`config.mk`:
```
export PLATFORM = sky130hd
export DESIGN_NAME = fifo_wr_arbiter_flat
export DESIGN_NICKNAME = d
export VERILOG_FILES = /design/src/rtl/fifo_wr_arbiter_if.sv /design/src/rtl/fifo_wr_arbiter.sv /design/src/flat_wrapper.sv
export SDC_FILE = /design/constraint.sdc
export NUM_CORES = 1
export LEC_CHECK = 0
export BUFFER_PORTS_ARGS = -buffer_cell sky130_fd_sc_hd__buf_2
export CELL_PAD_IN_SITES_DETAIL_PLACEMENT = 1
export CELL_PAD_IN_SITES_GLOBAL_PLACEMENT = 2
export CORE_MARGIN = 1.5
export CORE_UTILIZATION = 26
export CTS_CLUSTER_SIZE = 30
export DETAILED_ROUTE_END_ITERATION = 16
export PLACE_DENSITY_LB_ADDON = 0.1
export SLEW_MARGIN = 20
export SYNTH_ARGS = -nofsm -noshare
export SYNTH_HDL_FRONTEND = slang
export SYNTH_SLANG_ARGS = --single-unit
```
`constraint.sdc`:
```
create_clock -name clk_in -period 1.9 [get_ports clk_in]
set_input_delay 0.38 -clock clk_in [delete_from_list [all_inputs] [get_ports clk_in]]
set_output_delay 0.38 -clock clk_in [all_outputs]
set_load 0.1 [all_outputs]
```
`src/rtl/fifo_wr_arbiter_if.sv`:
```
// Producer streams plus the FIFO write-side signals that fifo_wr_arbiter multiplexes.
// The slave modport is the arbiter's view; master is the view of the surrounding logic.
interface fifo_wr_arbiter_if #(
   parameter int NUM_REQ    = 4,
   parameter int WORD_WIDTH = 8,
   parameter int ID_WIDTH   = $clog2(NUM_REQ)
);
   logic [NUM_REQ-1:0]            req_vld_in;
   logic [NUM_REQ*WORD_WIDTH-1:0] req_data_in;
   logic [NUM_REQ-1:0]            req_rdy_out;
   logic                          fifo_full_in;
   logic                          fifo_write_en_out;
   logic [WORD_WIDTH-1:0]         fifo_data_out;
   logic [NUM_REQ-1:0]            grant_out;
   logic [ID_WIDTH-1:0]           grant_id_out;
   logic                          busy_out;

   modport slave (
      input  req_vld_in, req_data_in, fifo_full_in,
      output req_rdy_out, fifo_write_en_out, fifo_data_out,
             grant_out, grant_id_out, busy_out
   );

   modport master (
      output req_vld_in, req_data_in, fifo_full_in,
      input  req_rdy_out, fifo_write_en_out, fifo_data_out,
             grant_out, grant_id_out, busy_out
   );
endinterface

```
`src/rtl/fifo_wr_arbiter.sv`:
```
// Round-robin arbiter sharing one FIFO write port between NUM_REQ valid/ready producers,
// granting one producer at a time for bursts of up to MAX_BURST beats.
module fifo_wr_arbiter #(
   parameter int NUM_REQ    = 4,
   parameter int WORD_WIDTH = 8,
   parameter int MAX_BURST  = 4,
   parameter int ID_WIDTH   = $clog2(NUM_REQ)
) (
   input  logic              clk_in,
   input  logic              reset_n_in,
   fifo_wr_arbiter_if.slave  bus
);

   localparam int CNT_W = $clog2(MAX_BURST + 1);

   typedef enum logic {IDLE, GRANT} state_t;

   state_t              state;
   logic [ID_WIDTH-1:0] owner;
   logic [ID_WIDTH-1:0] last;
   logic [CNT_W-1:0]    beat_cnt;
   logic [NUM_REQ-1:0]  grant_q;
   logic [ID_WIDTH-1:0] grant_id_q;
   logic                busy_q;

   logic [ID_WIDTH-1:0] pick;
   logic                in_grant;
   logic                owner_vld;
   logic                xfer;
   logic                last_beat;
   logic [NUM_REQ-1:0]  rdy;

   // First set valid bit searching cyclically upward from from+1; the lowest offset wins.
   function automatic logic [ID_WIDTH-1:0] rr_pick(input logic [NUM_REQ-1:0] vld,
                                                   input logic [ID_WIDTH-1:0] from);
      logic [ID_WIDTH-1:0] sel;
      logic [ID_WIDTH-1:0] cand;
      int                  idx;
      sel = '0;
      for (int i = NUM_REQ; i >= 1; i--) begin
         idx  = (int'(from) + i) % NUM_REQ;
         cand = ID_WIDTH'(idx);
         if (vld[cand]) sel = cand;
      end
      return sel;
   endfunction

   assign pick      = rr_pick(bus.req_vld_in, last);
   assign in_grant  = (state == GRANT);
   assign owner_vld = bus.req_vld_in[owner];
   assign xfer      = in_grant & owner_vld & ~bus.fifo_full_in;
   assign last_beat = (beat_cnt == CNT_W'(MAX_BURST - 1));

   always_comb begin
      rdy = '0;
      if (in_grant) rdy[owner] = ~bus.fifo_full_in;
   end

   assign bus.req_rdy_out       = rdy;
   assign bus.fifo_write_en_out = xfer;
   assign bus.fifo_data_out     = in_grant ? bus.req_data_in[int'(owner)*WORD_WIDTH +: WORD_WIDTH]
                                           : '0;
   assign bus.grant_out         = grant_q;
   assign bus.grant_id_out      = grant_id_q;
   assign bus.busy_out          = busy_q;

   always_ff @(posedge clk_in or negedge reset_n_in) begin
      if (!reset_n_in) begin
         state      <= IDLE;
         owner      <= '0;
         last       <= ID_WIDTH'(NUM_REQ - 1);
         beat_cnt   <= '0;
         grant_q    <= '0;
         grant_id_q <= '0;
         busy_q     <= 1'b0;
      end else begin
         case (state)
            IDLE: begin
               if (|bus.req_vld_in) begin
                  state      <= GRANT;
                  owner      <= pick;
                  beat_cnt   <= '0;
                  grant_q    <= NUM_REQ'(1) << pick;
                  grant_id_q <= pick;
                  busy_q     <= 1'b1;
               end
            end
            GRANT: begin
               // A dropped valid releases even under full; a full FIFO otherwise freezes the burst.
               if (!owner_vld || (xfer && last_beat)) begin
                  state      <= IDLE;
                  last       <= owner;
                  beat_cnt   <= '0;
                  grant_q    <= '0;
                  grant_id_q <= '0;
                  busy_q     <= 1'b0;
               end else if (xfer) begin
                  beat_cnt <= beat_cnt + CNT_W'(1);
               end
            end
            default: begin
               state <= IDLE;
            end
         endcase
      end
   end

endmodule

```
`src/flat_wrapper.sv`:
```
// flat-port wrapper written by rule: the top's interface ports become plain ports
module fifo_wr_arbiter_flat 
#(
   parameter int NUM_REQ    = 4,
   parameter int WORD_WIDTH = 8,
   parameter int MAX_BURST  = 4,
   parameter int ID_WIDTH   = $clog2(NUM_REQ)
)
  (clk_in, reset_n_in, bus_req_vld_in, bus_req_data_in, bus_fifo_full_in, bus_req_rdy_out, bus_fifo_write_en_out, bus_fifo_data_out, bus_grant_out, bus_grant_id_out, bus_busy_out);
  fifo_wr_arbiter_if #(.NUM_REQ(NUM_REQ), .WORD_WIDTH(WORD_WIDTH), .ID_WIDTH(ID_WIDTH)) bus_i ();
  input  logic clk_in;
  input  logic reset_n_in;
  input wire logic [$bits(bus_i.req_vld_in)-1:0] bus_req_vld_in;
  input wire logic [$bits(bus_i.req_data_in)-1:0] bus_req_data_in;
  input wire logic [$bits(bus_i.fifo_full_in)-1:0] bus_fifo_full_in;
  output wire logic [$bits(bus_i.req_rdy_out)-1:0] bus_req_rdy_out;
  output wire logic [$bits(bus_i.fifo_write_en_out)-1:0] bus_fifo_write_en_out;
  output wire logic [$bits(bus_i.fifo_data_out)-1:0] bus_fifo_data_out;
  output wire logic [$bits(bus_i.grant_out)-1:0] bus_grant_out;
  output wire logic [$bits(bus_i.grant_id_out)-1:0] bus_grant_id_out;
  output wire logic [$bits(bus_i.busy_out)-1:0] bus_busy_out;
  assign bus_i.req_vld_in = bus_req_vld_in;
  assign bus_i.req_data_in = bus_req_data_in;
  assign bus_i.fifo_full_in = bus_fifo_full_in;
  assign bus_req_rdy_out = bus_i.req_rdy_out;
  assign bus_fifo_write_en_out = bus_i.fifo_write_en_out;
  assign bus_fifo_data_out = bus_i.fifo_data_out;
  assign bus_grant_out = bus_i.grant_out;
  assign bus_grant_id_out = bus_i.grant_id_out;
  assign bus_busy_out = bus_i.busy_out;
  fifo_wr_arbiter #(.NUM_REQ(NUM_REQ), .WORD_WIDTH(WORD_WIDTH), .MAX_BURST(MAX_BURST), .ID_WIDTH(ID_WIDTH)) u_core (.clk_in(clk_in), .reset_n_in(reset_n_in), .bus(bus_i));
endmodule
```
After elaboration in Yosys (flattened, before gate mapping)

Index checks and enable logic that the tools add are counted.

Logic and storage cells: 72
Input bits: 39
Register bits after elaboration: 15

Multiplexer cells: 34
$lt $le $gt $ge: 6
Equal/unequal tests: 4
Bitwise logic cells: 5
Add/sub/neg operators: 5
Shifts and indexed selects: 2
Reductions and logical operators: 9

Operators with widths:

| kind                                                        | number |
|---|---|
| variable part select 32 x 6 -> 8 bit                        | 1 |
| less-than comparator 2 x 3 -> 1 bit (second input constant) | 5 |
| 2-to-1 mux 2 bit                                            | 6 |
| 2-to-1 mux 4 bit                                            | 3 |
| binary-select mux 1 bit (select 2 bit)                      | 5 |
| 2-to-1 mux 1 bit                                            | 10 |
| 2-to-1 mux 3 bit                                            | 3 |
| 2-to-1 mux 8 bit                                            | 1 |
| one-hot mux 4 bit (2 select lines)                          | 1 |
| AND reduction 2 bit                                         | 4 |
| one-hot mux 3 bit (2 select lines)                          | 1 |
| adder 2 x 1 -> 2 bit (second input constant)                | 2 |
| adder 2 bit (second input constant)                         | 2 |
| AND 4 bit                                                   | 1 |
| one-hot mux 1 bit (2 select lines)                          | 2 |
| one-hot mux 2 bit (2 select lines)                          | 1 |
| OR reduction 4 bit                                          | 1 |
| << shifter 1 x 2 -> 4 bit (first input constant)            | 1 |
| adder 3 x 1 -> 3 bit (second input constant)                | 1 |
| equality test 3 x 2 -> 1 bit (second input constant)        | 1 |
| != test 3 bit (second input constant)                       | 1 |
| AND 1 bit                                                   | 2 |
| demux 1 bit (select 2 bit)                                  | 1 |
| >= comparator 2 x 1 -> 1 bit (second input constant)        | 1 |
| 6 further kinds                                             | 8 |

Depth between registers and ports, before layout

Gate-level depths: netlist of the first run.

Depth after elaboration: 10
Gate-level depth with buffers: 6

Worst setup path after synthesis of the first run

Ideal clock, no wire load.

Path kind: flip-flop to output port
From: register u_core.owner[1]
To: output bus_req_rdy_out[2]
Cell stages (with the launch flop): 4
Arrival time: 4.005 ns
Buffers on the path: 2
Setup slack: -2.485 ns
Required time: 1.520 ns
Path through: dfrtp_1 > clkbuf_1 > clkbuf_1 > nor4b_1

Cells in the longest elaborated chain, start to end: 6

Ends and longest elaborated chain:

| item                                                                                                      | line                  | RTL |
|---|---|---|
| start, declared                                                                                           | fifo_wr_arbiter.sv:19 | `logic [ID_WIDTH-1:0] owner;` |
| start signal, assigned                                                                                    | fifo_wr_arbiter.sv:81 | `owner <= pick;` |
| less-than comparator 2 x 3 -> 1 bit (implied by the code) or >= comparator 2 x 1 -> 1 bit (tied branches) | fifo_wr_arbiter.sv:56 | `if (in_grant) rdy[owner] = ~bus.fifo_full_in;` |
| logical AND 1 bit (implied by the code)                                                                   | fifo_wr_arbiter.sv:56 |  |
| 2-to-1 mux 1 bit (implied by the code)                                                                    | fifo_wr_arbiter.sv:56 |  |
| demux 1 bit (select 2 bit) *                                                                              | -                     |  |
| AND 4 bit (no source line) *                                                                              | -                     |  |
| 2-to-1 mux 4 bit *                                                                                        | fifo_wr_arbiter.sv:56 |  |
| end, declared                                                                                             | flat_wrapper.sv:16    | `output wire logic [$bits(bus_i.req_rdy_out)-1:0] bus_req_rdy_out;` |

Mark *: on every way between the ends. The rest lies on a longest branch, timed or not.

Final worst setup path of the first run

From: register u_core.owner[0]
To: output bus_fifo_write_en_out

Cells in the longest elaborated chain, start to end: 4

Ends and longest elaborated chain:

| item                                   | line                  | RTL |
|---|---|---|
| binary-select mux 1 bit (select 2 bit) | fifo_wr_arbiter.sv:50 | `assign owner_vld = bus.req_vld_in[owner];` |
| 2-to-1 mux 1 bit (implied by the code) | fifo_wr_arbiter.sv:50 |  |
| AND 1 bit (2 in series)                | fifo_wr_arbiter.sv:51 | `assign xfer = in_grant & owner_vld & ~bus.fifo_full_in;` |
| end, declared                          | flat_wrapper.sv:17    | `output wire logic [$bits(bus_i.fifo_write_en_out)-1:0] bus_fifo_write_en_out;` |

Every way passes these cells. The select of a mux whose other input is x is not followed.

==> results of run 1 <==
## Yosys cell counts, drive strengths merged (3+ instances only)
library cell / count / area, um2
a22o: 4 / 43.8
mux4: 9 / 218
nand2b: 3 / 18.8
clkbuf: 3 / 11.3
and2: 11 / 68.8
nand2: 9 / 36.3
nor2: 4 / 15.0
o21ai: 4 / 20.0
a21oi: 4 / 20.0
mux2: 4 / 48.8
dfrtp: 13 / 325
inv: 3 / 11.3
## logic make-up (layout without fill, tap and decap cells)
logic type	Yosys count	in the layout	synth area share [%]
flops	15	15	34.3
fa+ha+maj	2	2	2.27
mux	14	14	25.1
buf+inv	8	81	3.52
compound gates	20	20	14.1
simple gates	39	39	20.7
## through the flow
step / area (um2) / setup TNS, ps / setup slack (ps)
floorplan: 1180 / -500 / -223
finish: 1850 / -851 / -113
global placement: 1660 / 0 / 25.4
global route: 1850 / -1220 / -162
detailed placement: 1660 / -14.3 / -14.3
CTS: 1850 / -961 / -125
## flip-flops by register name (all words and copies together) (netlist names)
| register | count |
|---|---|
| u_core.last | 2 |
| u_core.bus.busy_out | 1 |
| u_core.in_grant | 1 |
| u_core.bus.grant_id_out | 2 |
| u_core.bus.grant_out | 4 |
| u_core.beat_cnt | 3 |
| u_core.owner | 2 |
## worst paths after layout
| kind | end | depth (start not counted) |
|---|---|---|
| max in group asynchronous | u_core.last[1] | 1 |
| min | u_core.beat_cnt[0] | 1 |
| max | bus_fifo_write_en_out | 4 |
| min reg2reg | u_core.bus.grant_id_out[1] | 1 |
| max reg2reg | u_core.beat_cnt[0] | 5 |
| min in group clk_in | u_core.bus.grant_id_out[1] | 1 |
## critical path, delay by kind of cell, from the launching register on
kind / cells / cell delay [ps]
buffers and inverters: 2 / 300
muxes: 1 / 510
DFF: 1 / 400
and+or+nand+nor: 1 / 170
## routing by layer
| metal | global-route usage [%] | part of all wire (%) | vias up |
|---|---|---|---|
| met1 | 16.3 | 40 | 519 |
| met4 | 5.25 | 1.1 | 0 |
| li1 | - | - | 514 |
| met2 | 26.5 | 51 | 44 |
| met5 | 0 | 0 | - |
| met3 | 2.30 | 7.8 | 4 |
## layout make-up
type	instances	area [um2]	area share, %
inverter	3	11.3	0.609
timing repair buffer	74	626	33.9
sequential	15	378	20.4
tap	50	62.6	3.39
clock buffer	4	45.0	2.44
multi-input combinational	75	726	39.3
## what timing repair did
| item | CTS | global route |
|---|---|---|
| gates cloned | 0 | 0 |
| gates resized for setup | 51 | 0 |
| pin swaps | 0 | 1 |
| hold endpoints to repair | 0 | 0 |
| endpoints found under the setup margin | 9 | 10 |
==> impl_metrics.toml, run 1 <==
[die]
floorplan.die_area_mm2 = 0.00463
core.rowCount = 23
initial_utilization_pct = 27.3
core_area_mm2 = 0.00403
chipWidth_um = 68.1
num_io_pins = 59
die_height_um = 68.1

[cts]
clock_sink_count = 15
clock_latency_ps = 250
numCtsBuffers = 3
postCtsSetupBuffers = 0
cts_root_buffer = "sky130_fd_sc_hd__clkbuf_8"
htreeDepth = 1
tritoncts = "built"
clk_path_buf_depth = 2
worst_setup_hold_path_clk_slew_ps = 60
cts.hold.buffers_added = 0

[cells_and_area]
most_common_library_cell_in_the_layout_ignoring_fill_and_taps = "sky130_fd_sc_hd__buf_2"
filler_cell_count = 455
drive_gt1_share_pct = 64.9
synthToLayoutAreaGrowth_pct = 67.8
final_net_count = 213
instances_no_fill = 221
final_design_utilization_pct = 45.9
layout_common_cells = "45 x sky130_fd_sc_hd__buf_2, 14 x sky130_fd_sc_hd__buf_12, 13 x sky130_fd_sc_hd__buf_4, 13 x sky130_fd_sc_hd__dfrtp_1"
count_of_antenna_diodes_in_the_layout = 0

[hold_path]
hold_class = "in2async"

[logic_synthesis]
yosysUniqueCellTypes = 39
synth.yosys.seq_area_share_pct = 34.3
number_of_warnings_printed_during_yosys_synthesis = 0
synth_edf_count = 0
syn_nets = 139
synth_top_flop_cell = "sky130_fd_sc_hd__dfrtp_1"
post_synth.cell_area_avg_um2 = 11.2
postSynth.asyncResetShare_pct = 100
post_synth_instance_area_mm2 = 0.00110
synthesis.instances = 98
register_bit_count_reported_by_yosys = 15

[critical_path]
r2r_start = "u_core.owner[0]"
worstSetupPathType = "reg2out"
required_ps = 1520
crit_chain = "buf_4 > mux4_2 > and2_4 > buf_12"
critical-path-slowest-cell = "sky130_fd_sc_hd__mux4_2"
arr_time_crit_path_ps = 1630
cp_max_fo = 3
endpoint_kind = "output pin"
start_kind = "flip-flop"
crit_path_start = "u_core.owner[0]"
reg2reg_slack_ps = 80
slowest_delay_ps = 510

[timing]
rsz0062_at_grt = "yes"
max_freq_ghz = 0.497
hold_violations = 0
worstMarginPinSlew_ps = 571
setup_viol_count_final = 9
finalCritPeriodShare_pct = 106
final_period_minus_worst_setup_slack_ps = 2010
worst_clock_skew_ps = 1.48
final_max_slew_viol_count = 0
fin_hold_ws_ps = 23.6
post-route-worst-setup-slack_ps = -113
worst_slew_margin_rel_pct = 62.0

[status]
violations = "setup timing"
outcome = "finished, violations left"

[routing]
drtAntennaViolNets = 0
drtPass1Iterations = 3
routed_wire_length_per_instance_um = 14.7
detail_route.iter0.violations = 8
via_per_inst = 4.89
finalWirelength_um = 3250
routed-via-count = 1081
drc = 0

[grt]
initial_antenna_violation_count = 0
wire_length_of_the_first_global_routing_pass_um = 4970
first_global_vias = 1114
grt_overflow = 0
globalRouteTotalUtil_pct = 14.3
pin_count_of_the_biggest_net_entering_global_routing = 17

[job]
drv.max_cap_violation_count = 0

[placed_design]
finalWeightedCongestion = 0.730
post-place-cells = 217
portBuffers = 58
hpwlAfterDp_um = 2620
Power of run 1 is not shown: default switching activity piles up to over one toggle a cycle in this logic, so the estimate is an artifact.
==> run 2, diff against run 1 <==
Settings changed: CORE_ASPECT_RATIO from default to 0.75, CTS_CLUSTER_DIAMETER from default to 50.
==> run 2 against run 1 <==
  * The run still ends with setup timing left
  * First-iteration DRC count increased to 4.1 times the previous value
  * Sequential cell count unchanged
  * Clock skew is 0.95 ps higher
  * Global-route usage rose by 0.48 points
  * Non-clock buffer count is 3 lower
  * Sequential share of layout area grew 0.32 points
  * Clock-buffer cell count unchanged
  * Critical path depth stayed put
  * Highest routed layer unchanged
==> impl_metrics.toml, run 2 (synthesis results as in run 1) <==
[grt]
wire_length_of_the_first_global_routing_pass_um = 5340
globalRouteTotalUtil_pct = 14.8
pin_count_of_the_biggest_net_entering_global_routing = 17
grt_overflow = 0
initial_antenna_violation_count = 0
first_global_vias = 1116

[die]
initial_utilization_pct = 27.2
chipWidth_um = 78.1
num_io_pins = 59
core_area_mm2 = 0.00405
floorplan.die_area_mm2 = 0.00464
core.rowCount = 20
die_height_um = 59.4

[critical_path]
cpMostUsedCell = "sky130_fd_sc_hd__buf_12"
worst-r2r-cell-count = 4
critical_path_buffer_and_inverter_count = 2
crit_path_start = "u_core.owner[0]"
cp_max_fo = 8
r2r-end = "u_core.beat_cnt[0]"
arr_time_crit_path_ps = 1650
reg2reg_slack_ps = 160
r2r_start = "u_core.owner[0]"
worstSetupPathType = "reg2out"
crit_chain = "buf_12 > mux4_2 > and2_4 > buf_12"
critical-path-slowest-cell = "sky130_fd_sc_hd__mux4_2"
endpoint_kind = "output pin"
required_ps = 1520
slowest_delay_ps = 500
start_kind = "flip-flop"
cp_top_family = "multiplexers"

[placed_design]
finalWeightedCongestion = 0.777
postPlaceCellArea_mm2 = 0.00165
post-place-cells = 219
portBuffers = 58
hpwlAfterDp_um = 2630

[routing]
via_per_inst = 4.82
drtPass1Iterations = 4
drc = 0
routed_wire_length_per_instance_um = 14.6
detail_route.iter0.violations = 33
finalWirelength_um = 3250
drtAntennaViolNets = 0
routed-via-count = 1074

[cells_and_area]
layout_common_cells = "45 x sky130_fd_sc_hd__buf_2, 14 x sky130_fd_sc_hd__buf_12, 12 x sky130_fd_sc_hd__buf_4, 12 x sky130_fd_sc_hd__dfrtp_1"
final_net_count = 210
most_common_library_cell_in_the_layout_ignoring_fill_and_taps = "sky130_fd_sc_hd__buf_2"
final_design_area_no_fill_mm2 = 0.00183
largest_register_ffs = 4
count_of_antenna_diodes_in_the_layout = 0
drive_gt1_share_pct = 64.9
instances_no_fill = 223
final_design_utilization_pct = 45.0
synthToLayoutAreaGrowth_pct = 65.8

[job]
drv.max_cap_violation_count = 0

[timing]
finalCritPeriodShare_pct = 107
worst_slew_margin_rel_pct = 61.2
worst_clock_skew_ps = 2.43
setup_viol_count_final = 9
post-route-worst-setup-slack_ps = -134
max_freq_ghz = 0.492
final_max_slew_viol_count = 0
worstMarginPinSlew_ps = 582
rsz0062_at_grt = "yes"
hold_violations = 0
finalSetupTns_ps = -989
final_period_minus_worst_setup_slack_ps = 2030

[cts]
htreeDepth = 1
worst_setup_hold_path_clk_slew_ps = 60
clk_path_buf_depth = 2
clock_sink_count = 15
tritoncts = "built"
clock_latency_ps = 250
cts.hold.buffers_added = 0
numCtsBuffers = 3
cts_root_buffer = "sky130_fd_sc_hd__clkbuf_8"

[status]
outcome = "finished, violations left"
violations = "setup timing"

[hold_path]
hold_class = "in2async"
run 2: final cells by class:
class                      instances  area [um2]
timing repair buffer              71         596
inverter                           3        11.3
tap                               55        68.8
sequential                        15         379
clock buffer                       4        45.0
fill                             472        2230
multi-input combinational         75         726
run 2: timing repair:
action                     CTS  global route
resized for setup           50             0
setup endpoints to repair    9             9
setup buffers                0             0
run 2: through the flow:
stage | setup slack (ps) | hold slack (ps)
2_1_floorplan | -223 | 84.4
3_3_place_gp | -53.3 | 307
3_5_place_dp | -92.3 | 306
4_1_cts | -148 | 39.1
5_1_grt | -198 | 49.4
6_report | -134 | 26.7
run 2: worst reg2reg max path: cells and delay by family (launching register included):
| family | cells | cell delay (ps) |
|---|---|---|
| AO/OA/AOI/OAI | 2 | 470 |
| buffers and inverters | 1 | 180 |
| flip-flops | 1 | 410 |
| multiplexers | 1 | 560 |
run 2: worst max path at each step:
stage / cells past startpoint / endpoint
3_3_place_gp: 4 / bus_fifo_data_out[7]
5_1_grt: 4 / bus_fifo_data_out[6]
6_report: 4 / bus_fifo_data_out[6]
3_5_place_dp: 4 / bus_fifo_data_out[2]
2_1_floorplan: 3 / bus_req_rdy_out[0]
4_1_cts: 4 / bus_fifo_data_out[6]
run 2: routing by layer:
layer	share of wire (%)	global-route usage (%)
met2	50	25.6
met1	44	19.3
met4	0.37	1.79
met3	5.1	3.85
met5	0	0
Power of run 2 is left out for the same reason.
==> run 3, diff against run 2 <==
Settings changed: ABC_AREA from default to 1, CORE_UTILIZATION 26 to 23.
==> run 3 against run 2 <==
  * The run still ends with setup timing left
  * Final cell count rose by 37%
  * Utilization fell by 1.4 points
  * Area after synthesis rose by 8.6%
  * Final area rose by 18%
  * Fmax rose by 5.8%
  * Routed wire length rose by 27%
  * First-iteration DRC count fell by 64%
  * Via count rose by 31%
  * Setup slack improved by 110 ps
  * Sequential cell count did not move
  * Global-route usage rose by 1.0 points
  * Critical endpoint unchanged
  * Largest cell class unchanged
==> impl_metrics.toml, run 3 <==
[status]
outcome = "finished, violations left"
violations = "setup timing"

[timing]
worstMarginPinSlew_ps = 488
finalCritPeriodShare_pct = 101
setup_viol_count_final = 5
max_freq_ghz = 0.520
worst_slew_margin_rel_pct = 67.7
worst_clock_skew_ps = 2.74
hold_violations = 0
final_max_slew_viol_count = 0
rsz0062_at_grt = "yes"
post-route-worst-setup-slack_ps = -23.0
final_period_minus_worst_setup_slack_ps = 1920

[logic_synthesis]
synth.area.mux_share_pct = 0
netlist.area_leader.share_pct = 27.2
postSynth.asyncResetShare_pct = 100
compound_gate_fraction_of_synth_area_pct = 15.4
register_bit_count_reported_by_yosys = 15
ys_top_cells_by_area = "sky130_fd_sc_hd__dfrtp_1 27%, sky130_fd_sc_hd__nand2_1 20%, sky130_fd_sc_hd__nand2_2 7.8%, sky130_fd_sc_hd__a22oi_1 5.0%, sky130_fd_sc_hd__dfstp_2 4.4%"
synthDominantAreaCellType = "sky130_fd_sc_hd__dfrtp_1"
synth_top_flop_cell = "sky130_fd_sc_hd__dfrtp_1"
number_of_warnings_printed_during_yosys_synthesis = 0
yosysUniqueCellTypes = 25
synthTopCellsByCount = "64 x sky130_fd_sc_hd__nand2_1, 15 x sky130_fd_sc_hd__nand2_2, 14 x sky130_fd_sc_hd__inv_1"
synthesis.instances = 174
synthSimpleGateAreaFrac_pct = 41.7
synth.yosys.seq_area_share_pct = 31.6
syn_nets = 215
dominant_combinational_cell_family_by_area_after_synthesis = "simple AND/OR/NAND/NOR gates"
post_synth_instance_area_mm2 = 0.00120
synth_edf_count = 0
post_synth.cell_area_avg_um2 = 6.87
synth_fa_ha_area_share_pct = 2.09
synth.most_common_cell = "sky130_fd_sc_hd__nand2_1"
synth_xor_area_share_pct = 0

[cells_and_area]
synthToLayoutAreaGrowth_pct = 80.5
layout_common_cells = "55 x sky130_fd_sc_hd__nand2_1, 45 x sky130_fd_sc_hd__buf_2, 19 x sky130_fd_sc_hd__nand2_2, 14 x sky130_fd_sc_hd__buf_12"
drive_gt1_share_pct = 59.8
most_common_library_cell_in_the_layout_ignoring_fill_and_taps = "sky130_fd_sc_hd__nand2_1"
largest_register_ffs = 4
final_net_count = 288
count_of_antenna_diodes_in_the_layout = 0
final_design_utilization_pct = 43.6

[cts]
cts_root_buffer = "sky130_fd_sc_hd__clkbuf_8"
clk_path_buf_depth = 2
htreeDepth = 1
numCtsBuffers = 3
worst_setup_hold_path_clk_slew_ps = 70
tritoncts = "built"
clock_latency_ps = 250
clock_sink_count = 15
cts.hold.buffers_added = 0

[die]
floorplan.die_area_mm2 = 0.00565
initial_utilization_pct = 24.1
die_height_um = 65.5
core_area_mm2 = 0.00495
chipWidth_um = 86.3
core.rowCount = 22
num_io_pins = 59

[grt]
initial_antenna_violation_count = 0
pin_count_of_the_biggest_net_entering_global_routing = 16
grt_overflow = 0
globalRouteTotalUtil_pct = 15.8
wire_length_of_the_first_global_routing_pass_um = 6930
first_global_vias = 1423

[routing]
routed-via-count = 1403
finalWirelength_um = 4140
drtAntennaViolNets = 0
drtPass1Iterations = 4
drc = 0
detail_route.iter0.violations = 12
via_per_inst = 4.58
routed_wire_length_per_instance_um = 13.5

[placed_design]
hpwlAfterDp_um = 3410
finalWeightedCongestion = 0.746
portBuffers = 58

[critical_path]
arr_time_crit_path_ps = 1540
required_ps = 1520
worstSetupPathType = "reg2out"
start_kind = "flip-flop"
endpoint_kind = "output pin"
cp_max_fo = 8

[hold_path]
hold_class = "in2async"

[job]
drv.max_cap_violation_count = 0
==> run 3: cell count changes after synthesis, moves of 8 or more <==
cell	delta
sky130_fd_sc_hd__a22oi_1	+8
sky130_fd_sc_hd__a31oi_1	+8
sky130_fd_sc_hd__and2_1	-11
sky130_fd_sc_hd__inv_1	+11
sky130_fd_sc_hd__nand2_1	+56
sky130_fd_sc_hd__nand2_2	+14
==> run 3: cell type report <==
cell class / instances / area, um2
well taps: 60 / 75.1
multi-input cells: 136 / 968
inverters: 20 / 82.6
fillers: 615 / 2800
clock inverters: 1 / 5.00
flip-flops and latches: 15 / 380
repair buffers: 71 / 607
clock buffers: 3 / 41.3
==> run 3: per-layer routing <==
metal	up-vias	share of wire [%]	global-route usage [%]
met5	-	0	0
met4	0	0.99	4.23
met3	4	6.3	4.40
met2	42	41	22.8
met1	645	51	22.8
li1	712	-	-
==> run 3: critical path, stage by stage (launching register included) <==
cell,delay [ps]
sky130_fd_sc_hd__dfrtp_2,440
sky130_fd_sc_hd__buf_6,140
sky130_fd_sc_hd__nor2_4,90
sky130_fd_sc_hd__buf_12,160
sky130_fd_sc_hd__nand2_4,50
sky130_fd_sc_hd__a31oi_4,200
sky130_fd_sc_hd__buf_12,200
==> run 3: final timing paths <==
path / start / endpoint / slack (ps) / cells past startpoint
setup / recovery: u_core.owner[0] / bus_fifo_data_out[6] / -20 / 6
hold / removal: reset_n_in / u_core.bus.grant_out[0] / 30 / 1
setup reg to reg: u_core.last[0] / u_core.owner[0] / 260 / 11
hold reg to reg: u_core.bus.busy_out / u_core.bus.busy_out / 470 / 2
max in group asynchronous: reset_n_in / u_core.last[1] / 1560 / 1
min in group clk_in: u_core.bus.busy_out / u_core.bus.busy_out / 470 / 2
==> run 3: what timing repair did <==
action	in CTS	in global routing
buffers inserted	2	2
endpoints found under the setup margin	10	12
pin swaps	8	7
gates resized for setup	31	10
==> run 3: through the flow <==
| step | hold slack [ps] | worst slack, ps | cell area (um2) | cells | TNS (ps) |
|---|---|---|---|---|---|
| 2_1_floorplan | 84.4 | -355 | 1340 | 174 | -1070 |
| 3_3_place_gp | 311 | 108 | 1940 | 298 | 0 |
| 3_5_place_dp | 317 | 86.5 | 1940 | 298 | 0 |
| 4_1_cts | 43.3 | -40.7 | 2110 | 304 | -256 |
| 5_1_grt | 46.4 | -67.0 | 2160 | 306 | -472 |
| 6_report | 34.2 | -23.0 | 2160 | 306 | -54.7 |
==> run 3: cell families (layout without fill, tap and decap cells) <==
kind of cell               count (synthesis)  in the layout
DFF                                       15             15
buffers and inverters                     23             95
adders and majority gates                  2              2
AOI/OAI and AO/OA                         27             27
and+or+nand+nor                          107            107
Power of run 3 is left out for the same reason.
